==> src/rtl/mult_taint_pkg.sv <==
`default_nettype none
// ============================================================================
// Module      : mult_taint_pkg
// Description : Shared definitions for the taint-tracking shift-add
//               multiplier: running-sum width helper and the running-sum
//               strobe priority encoding used by datapath and control.
// Revision    : 1.0 - initial release
// ============================================================================
package mult_taint_pkg;

    // Running sum holds the 2*W product plus one carry bit above it.
    function automatic int RS_WIDTH(input int w);
        return 2 * w + 1;
    endfunction

    typedef enum logic [1:0] {
        RS_OP_NOP   = 2'd0,
        RS_OP_CLEAR = 2'd1,
        RS_OP_LOAD  = 2'd2,
        RS_OP_SHR   = 2'd3
    } rs_op_e;

    // Priority: clear > load > shift. Only the winner executes.
    function automatic rs_op_e rs_op_decode(input logic clr,
                                            input logic ld,
                                            input logic shr);
        if (clr)      return RS_OP_CLEAR;
        else if (ld)  return RS_OP_LOAD;
        else if (shr) return RS_OP_SHR;
        else          return RS_OP_NOP;
    endfunction

    // True when two or more running-sum strobes are asserted together.
    function automatic logic rs_op_conflict(input logic clr,
                                            input logic ld,
                                            input logic shr);
        return (clr & ld) | (clr & shr) | (ld & shr);
    endfunction

endpackage : mult_taint_pkg
`default_nettype wire

==> src/rtl/taint_word_reg.sv <==
`default_nettype none
// ============================================================================
// Module      : taint_word_reg
// Description : Loadable word register carrying one taint bit. Taint is
//               ORed with the load strobe's own taint, so a tainted strobe
//               taints the register whether or not it actually loads.
// Ports       : clk, rst_n (async, active-low)
//               ld_i / ld_t_i   - load enable and its taint
//               d_i  / d_t_i    - data word and its taint
//               q_o  / q_t_o    - held word and its taint
// Revision    : 1.0 - initial release
// ============================================================================
module taint_word_reg #(
    parameter int WIDTH = 4
) (
    input  logic             clk,
    input  logic             rst_n,
    input  logic             ld_i,
    input  logic             ld_t_i,
    input  logic [WIDTH-1:0] d_i,
    input  logic             d_t_i,
    output logic [WIDTH-1:0] q_o,
    output logic             q_t_o
);

    logic [WIDTH-1:0] data_q;
    logic [WIDTH-1:0] data_d;
    logic             taint_q;
    logic             taint_d;

    always_comb begin
        data_d  = ld_i ? d_i : data_q;
        taint_d = ld_t_i | (ld_i ? d_t_i : taint_q);
    end

    always_ff @(posedge clk or negedge rst_n) begin
        if (!rst_n) begin
            data_q  <= '0;
            taint_q <= 1'b0;
        end else begin
            data_q  <= data_d;
            taint_q <= taint_d;
        end
    end

    assign q_o   = data_q;
    assign q_t_o = taint_q;

endmodule : taint_word_reg
`default_nettype wire

==> src/rtl/multiplier_datapath_taint_track_word.sv <==
`default_nettype none
// ============================================================================
// Module      : multiplier_datapath_taint_track_word
// Description : Datapath half of a sequential shift-add multiplier with
//               word-level taint tracking. Holds multiplicand, multiplier
//               and the running sum, each with a taint bit, and flags
//               conflicting running-sum strobes (sticky until reset).
// Ports       : clk, rst (async, active-low)
//               multiplicand/_t, multiplier/_t      - operands and taints
//               mdld/_t, mrld/_t                    - operand load strobes
//               rsclear/_t, rsload/_t, rsshr/_t     - running-sum strobes
//               multiplierReg/_t                    - held multiplier word
//               product/_t                          - running sum [2W-1:0]
//               ctrl_conflict                       - sticky strobe clash
// Revision    : 1.0 - initial release
// ============================================================================
module multiplier_datapath_taint_track_word
    import mult_taint_pkg::*;
#(
    parameter int WIDTH = 4
) (
    input  logic               clk,
    input  logic               rst,
    input  logic [WIDTH-1:0]   multiplicand,
    input  logic               multiplicand_t,
    input  logic [WIDTH-1:0]   multiplier,
    input  logic               multiplier_t,
    input  logic               mdld,
    input  logic               mdld_t,
    input  logic               mrld,
    input  logic               mrld_t,
    input  logic               rsclear,
    input  logic               rsclear_t,
    input  logic               rsload,
    input  logic               rsload_t,
    input  logic               rsshr,
    input  logic               rsshr_t,
    output logic [WIDTH-1:0]   multiplierReg,
    output logic               multiplierReg_t,
    output logic [2*WIDTH-1:0] product,
    output logic               product_t,
    output logic               ctrl_conflict
);

    localparam int RS_W = RS_WIDTH(WIDTH);

    logic [WIDTH-1:0] md_q;
    logic             md_t_q;
    logic [WIDTH-1:0] mr_q;
    logic             mr_t_q;

    logic [RS_W-1:0]  rs_q;
    logic [RS_W-1:0]  rs_d;
    logic             rs_t_q;
    logic             rs_t_d;
    logic             conflict_q;
    logic             conflict_d;
    logic [WIDTH:0]   rs_hi_sum;
    rs_op_e           rs_op;

    taint_word_reg #(.WIDTH(WIDTH)) u_md_reg (
        .clk    (clk),
        .rst_n  (rst),
        .ld_i   (mdld),
        .ld_t_i (mdld_t),
        .d_i    (multiplicand),
        .d_t_i  (multiplicand_t),
        .q_o    (md_q),
        .q_t_o  (md_t_q)
    );

    taint_word_reg #(.WIDTH(WIDTH)) u_mr_reg (
        .clk    (clk),
        .rst_n  (rst),
        .ld_i   (mrld),
        .ld_t_i (mrld_t),
        .d_i    (multiplier),
        .d_t_i  (multiplier_t),
        .q_o    (mr_q),
        .q_t_o  (mr_t_q)
    );

    // Running-sum next state. The add reads the pre-edge md_q, so a
    // same-edge mdld only affects later adds.
    always_comb begin
        rs_op     = rs_op_decode(rsclear, rsload, rsshr);
        rs_hi_sum = {1'b0, rs_q[2*WIDTH-1:WIDTH]} + {1'b0, md_q};
        rs_d      = rs_q;
        unique case (rs_op)
            RS_OP_CLEAR: rs_d = '0;
            RS_OP_LOAD:  rs_d[RS_W-1:WIDTH] = rs_hi_sum;
            RS_OP_SHR:   rs_d = rs_q >> 1;
            default:     rs_d = rs_q;
        endcase
    end

    // Conservative taint: a tainted strobe taints the sum even when it loses
    // priority; only an untainted clear removes taint.
    always_comb begin
        rs_t_d = rsclear_t
               | (~rsclear & (rsload_t | rsshr_t))
               | (~rsclear & (rsload ? (rs_t_q | md_t_q) : rs_t_q));
        conflict_d = conflict_q | rs_op_conflict(rsclear, rsload, rsshr);
    end

    always_ff @(posedge clk or negedge rst) begin
        if (!rst) begin
            rs_q       <= '0;
            rs_t_q     <= 1'b0;
            conflict_q <= 1'b0;
        end else begin
            rs_q       <= rs_d;
            rs_t_q     <= rs_t_d;
            conflict_q <= conflict_d;
        end
    end

    assign multiplierReg   = mr_q;
    assign multiplierReg_t = mr_t_q;
    assign product         = rs_q[2*WIDTH-1:0];
    assign product_t       = rs_t_q;
    assign ctrl_conflict   = conflict_q;

endmodule : multiplier_datapath_taint_track_word
`default_nettype wire

==> config.mk <==
export PLATFORM = sky130hd
export DESIGN_NAME = multiplier_datapath_taint_track_word
export DESIGN_NICKNAME = d
export VERILOG_FILES = /design/src/rtl/mult_taint_pkg.sv /design/src/rtl/taint_word_reg.sv /design/src/rtl/multiplier_datapath_taint_track_word.sv
export SDC_FILE = /design/constraint.sdc
export NUM_CORES = 1
export LEC_CHECK = 0
export CORE_UTILIZATION = 40
export DETAILED_ROUTE_END_ITERATION = 10
export PLACE_DENSITY = 0.87
export SLEW_MARGIN = 5
export SYNTH_ARGS = -nofsm -noshare
export SYNTH_HDL_FRONTEND = slang
export SYNTH_SLANG_ARGS = --single-unit
==> constraint.sdc <==
create_clock -name clk -period 1.4 [get_ports clk]
set_input_delay 0.14 -clock clk [delete_from_list [all_inputs] [get_ports clk]]
set_output_delay 0.14 -clock clk [all_outputs]
set_load 0.05 [all_outputs]
==> impl_metrics.yaml <==
status:
  status: "finished with violations"
  violations: "setup timing"
pwr:
  peakVddDrop_mv: 0.667
  report.power.total_mw: 1.49
  power_leakage_nw: 0.688
  power_density_nw_per_um2: 951
cts:
  cts_buffers: 3
  root_buffer: "clkbuf_4"
  h-tree-depth: 1
  clkLatencyLatePin_ns: 0.30
  cts.sinks: 21
  cts.clk_slew.worst_paths_ns: 0.12
  clk_path_buf_depth: 2
  cts_tree: "yes"
setup_path:
  setup.worst_path.start_class: "flop"
  critPathMaxStageDelay_ns: 0.39
  critPathLaunch: "rs_q[4]"
  crit_chain: "ha_2, inv_2, fa_2, nor2b_2, o21ai_2, a311oi_1"
  rr_endpoint: "rs_q[8]"
  path_delay_family: "adder cells"
  rrSetupSlack_ns: -0.06
  arrival_ns: 1.66
  r2r_start: "rs_q[4]"
  cp_num_buf_inv: 1
  cp_slowest_cell: "dfrtp_1"
  end_kind: "flop"
  critPathCapture: "rs_q[8]"
  path_depth: 6
  path_class: "flop to flop"
  r2r_cells: 6
  cp.required_ns: 1.61
  cp_max_fo: 2
grt:
  antenna_found_initial: 0
  grt_pass1_vias: 883
  grt_max_degree: 22
  grt_util_all_layers: 0.196
  grt_pass1_wl_um: 3930
  grt.overflow.total: 0
sta:
  finalSetupTns_ns: -0.123
  hold_violations: 0
  max_slew_margin: 0.682
  setup_viol: 3
  rsz0062_at_grt: "true"
  fin_ws_ns: -0.0573
  max_slew.worst_pin.slew_ns: 0.476
  fmax_mhz: 686
  holdWs_ns: 0.170
  period_needed_ns: 1.46
  fin_skew_ns: 0.00217
  slew_violations: 0
  fin_crit_sh: 1.04
die:
  io_pins: 37
  coreArea_um2: 2500
  start_util: 0.429
  rows: 18
  die_h_um: 53.8
  die_w_um: 53.8
  dieArea_um2: 2890
layout:
  num_antenna_cells: 0
  fillers: 201
  area_growth_pct: 45.6
  stdcell_area_um2: 1560
  fin_nets: 155
  drive_gt1_frac: 0.354
drt:
  drt-total-wl_um: 2330
  drt-initial-drc-count: 9
  viasPerCell: 5.18
  drt_pass1_iterations: 4
  drc: 0
  routedWlPerCell_um: 14.8
  final_antenna_net_count: 0
  vias: 813
flow_run:
  maxCapViolCount: 0
yosys:
  syn_avg_cell_area_um2: 11.7
  syn_nets: 119
  ys_warn_count: 0
  yosys_register_bits: 21
  synthCells: 92
  synth_cell_types: 26
  syn_area_um2: 1070
  ys_seq_area_frac: 0.490
placed_design:
  dp_slack_ns: -0.0922
  dp_hpwl_um: 1850
  place_area_um2: 1480
  portBuffers: 36
  gp_congestion: 0.788
worst_hold_path:
  hp-class: "primary input to async pin"
-- final cells by class --
type	count	area [µm²]	area share
clock buffers	3	22.5	0.0144
clock inverters	1	5.00	0.00320
inverters	5	18.8	0.0120
multi-input cells	54	490	0.314
flip-flops and latches	21	526	0.336
well taps	30	37.5	0.0240
repair buffers	43	463	0.296
-- repair_timing --
item / CTS / global route
gates resized for setup: 5 / 5
hold endpoints to repair: 0 / 0
buffers inserted: 1 / 1
pin swaps: 1 / 1
hold buffers: 0 / 0
setup endpoints to repair: 4 / 4
-- power breakdown --
part	switching [mW]	internal, mW
Sequential	0.0356	0.651
Clock	0.185	0.106
Combinational	0.258	0.249
Total	0.479	1.01
-- flip-flops by register name, summed over array words and instances (netlist names) --
register        flops
rs_q                9
u_md_reg.q_o        4
u_mr_reg.q_o        4
ctrl_conflict       1
product_t           1
u_md_reg.q_t_o      1
u_mr_reg.q_t_o      1
-- metal layers --
metal,vias up,track usage,part of all wire
met5,-,0,0
met4,0,0.101,0.018
met3,4,0.0282,0.040
met2,29,0.342,0.52
met1,394,0.230,0.43
li1,386,-,-
-- cells in the mapped netlist --
| cell type | number | share of area |
|---|---|---|
| o21bai_1 | 2 | 0.014 |
| clkbuf_2 | 1 | 0.0047 |
| a2111oi_0 | 1 | 0.0082 |
| dfrtp_1 | 21 | 0.49 |
| nor2_1 | 6 | 0.021 |
| nand3_1 | 1 | 0.0047 |
| xor2_1 | 1 | 0.0082 |
| inv_1 | 5 | 0.017 |
| nand2_1 | 2 | 0.0070 |
| a21oi_1 | 4 | 0.019 |
| fa_1 | 1 | 0.019 |
| a211o_1 | 2 | 0.016 |
| mux2_4 | 1 | 0.014 |
| ha_1 | 4 | 0.047 |
| mux2_2 | 7 | 0.073 |
| buf_6 | 1 | 0.010 |
| nor2b_1 | 6 | 0.035 |
| o21ai_0 | 2 | 0.0093 |
| nor4_2 | 1 | 0.012 |
| buf_4 | 9 | 0.063 |
| and4b_1 | 1 | 0.0093 |
| mux2i_1 | 5 | 0.047 |
| a311oi_1 | 1 | 0.0082 |
| nand2b_1 | 1 | 0.0058 |
| clkbuf_1 | 1 | 0.0035 |
| a211oi_1 | 5 | 0.035 |
-- worst min-delay path by stage --
stage | from | to | slack, ns | cells after the start
5_1_grt | rst | rs_q[5] | 0.18 | 2
6_report | rst | u_md_reg.q_o[3] | 0.17 | 2
3_3_place_gp | ctrl_conflict | ctrl_conflict | 0.46 | 1
2_1_floorplan | rst | ctrl_conflict | -0.16 | 0
3_5_place_dp | ctrl_conflict | ctrl_conflict | 0.47 | 1
4_1_cts | rst | rs_q[5] | 0.17 | 2
-- layout by cell type (no fill, tap or decap), types with 2 or more instances in the layout --
cell              n
a211o_1           2
buf_4            15
mux2i_1           5
o21bai_1          2
buf_12            7
a21oi_2           2
ha_1              2
dfrtp_1          21
clkbuf_4          3
inv_1             4
nor2_1            6
a21oi_1           2
a211oi_1          4
clkdlybuf4s50_1  21
mux2_2            7
nor2b_1           5
nand2_1           2
-- worst reg2reg max path: cells and delay by family (launching register included) --
family	cells	cell delay, ns
compound gates	2	0.26
fa+ha+maj	2	0.55
buf+inv	1	0.04
flops	1	0.39
simple gates	1	0.13
-- stage by stage --
stage	instances	utilization
CTS	157	0.616
global placement	152	0.594
global route	157	0.625
detailed placement	152	0.594
floorplan	92	-
finish	157	0.625
-- cells by family (layout without fill, tap and decap cells) --
logic type,count (synthesis),in the layout,synth area share
fa+ha+maj,5,5,0.0653
compound gates,17,17,0.110
flops,21,21,0.490
buf+inv,17,52,0.0991
xor+xnor,1,1,0.00816
simple gates,18,18,0.0944
mux,13,13,0.134
(Power assumes the default switching activity.)
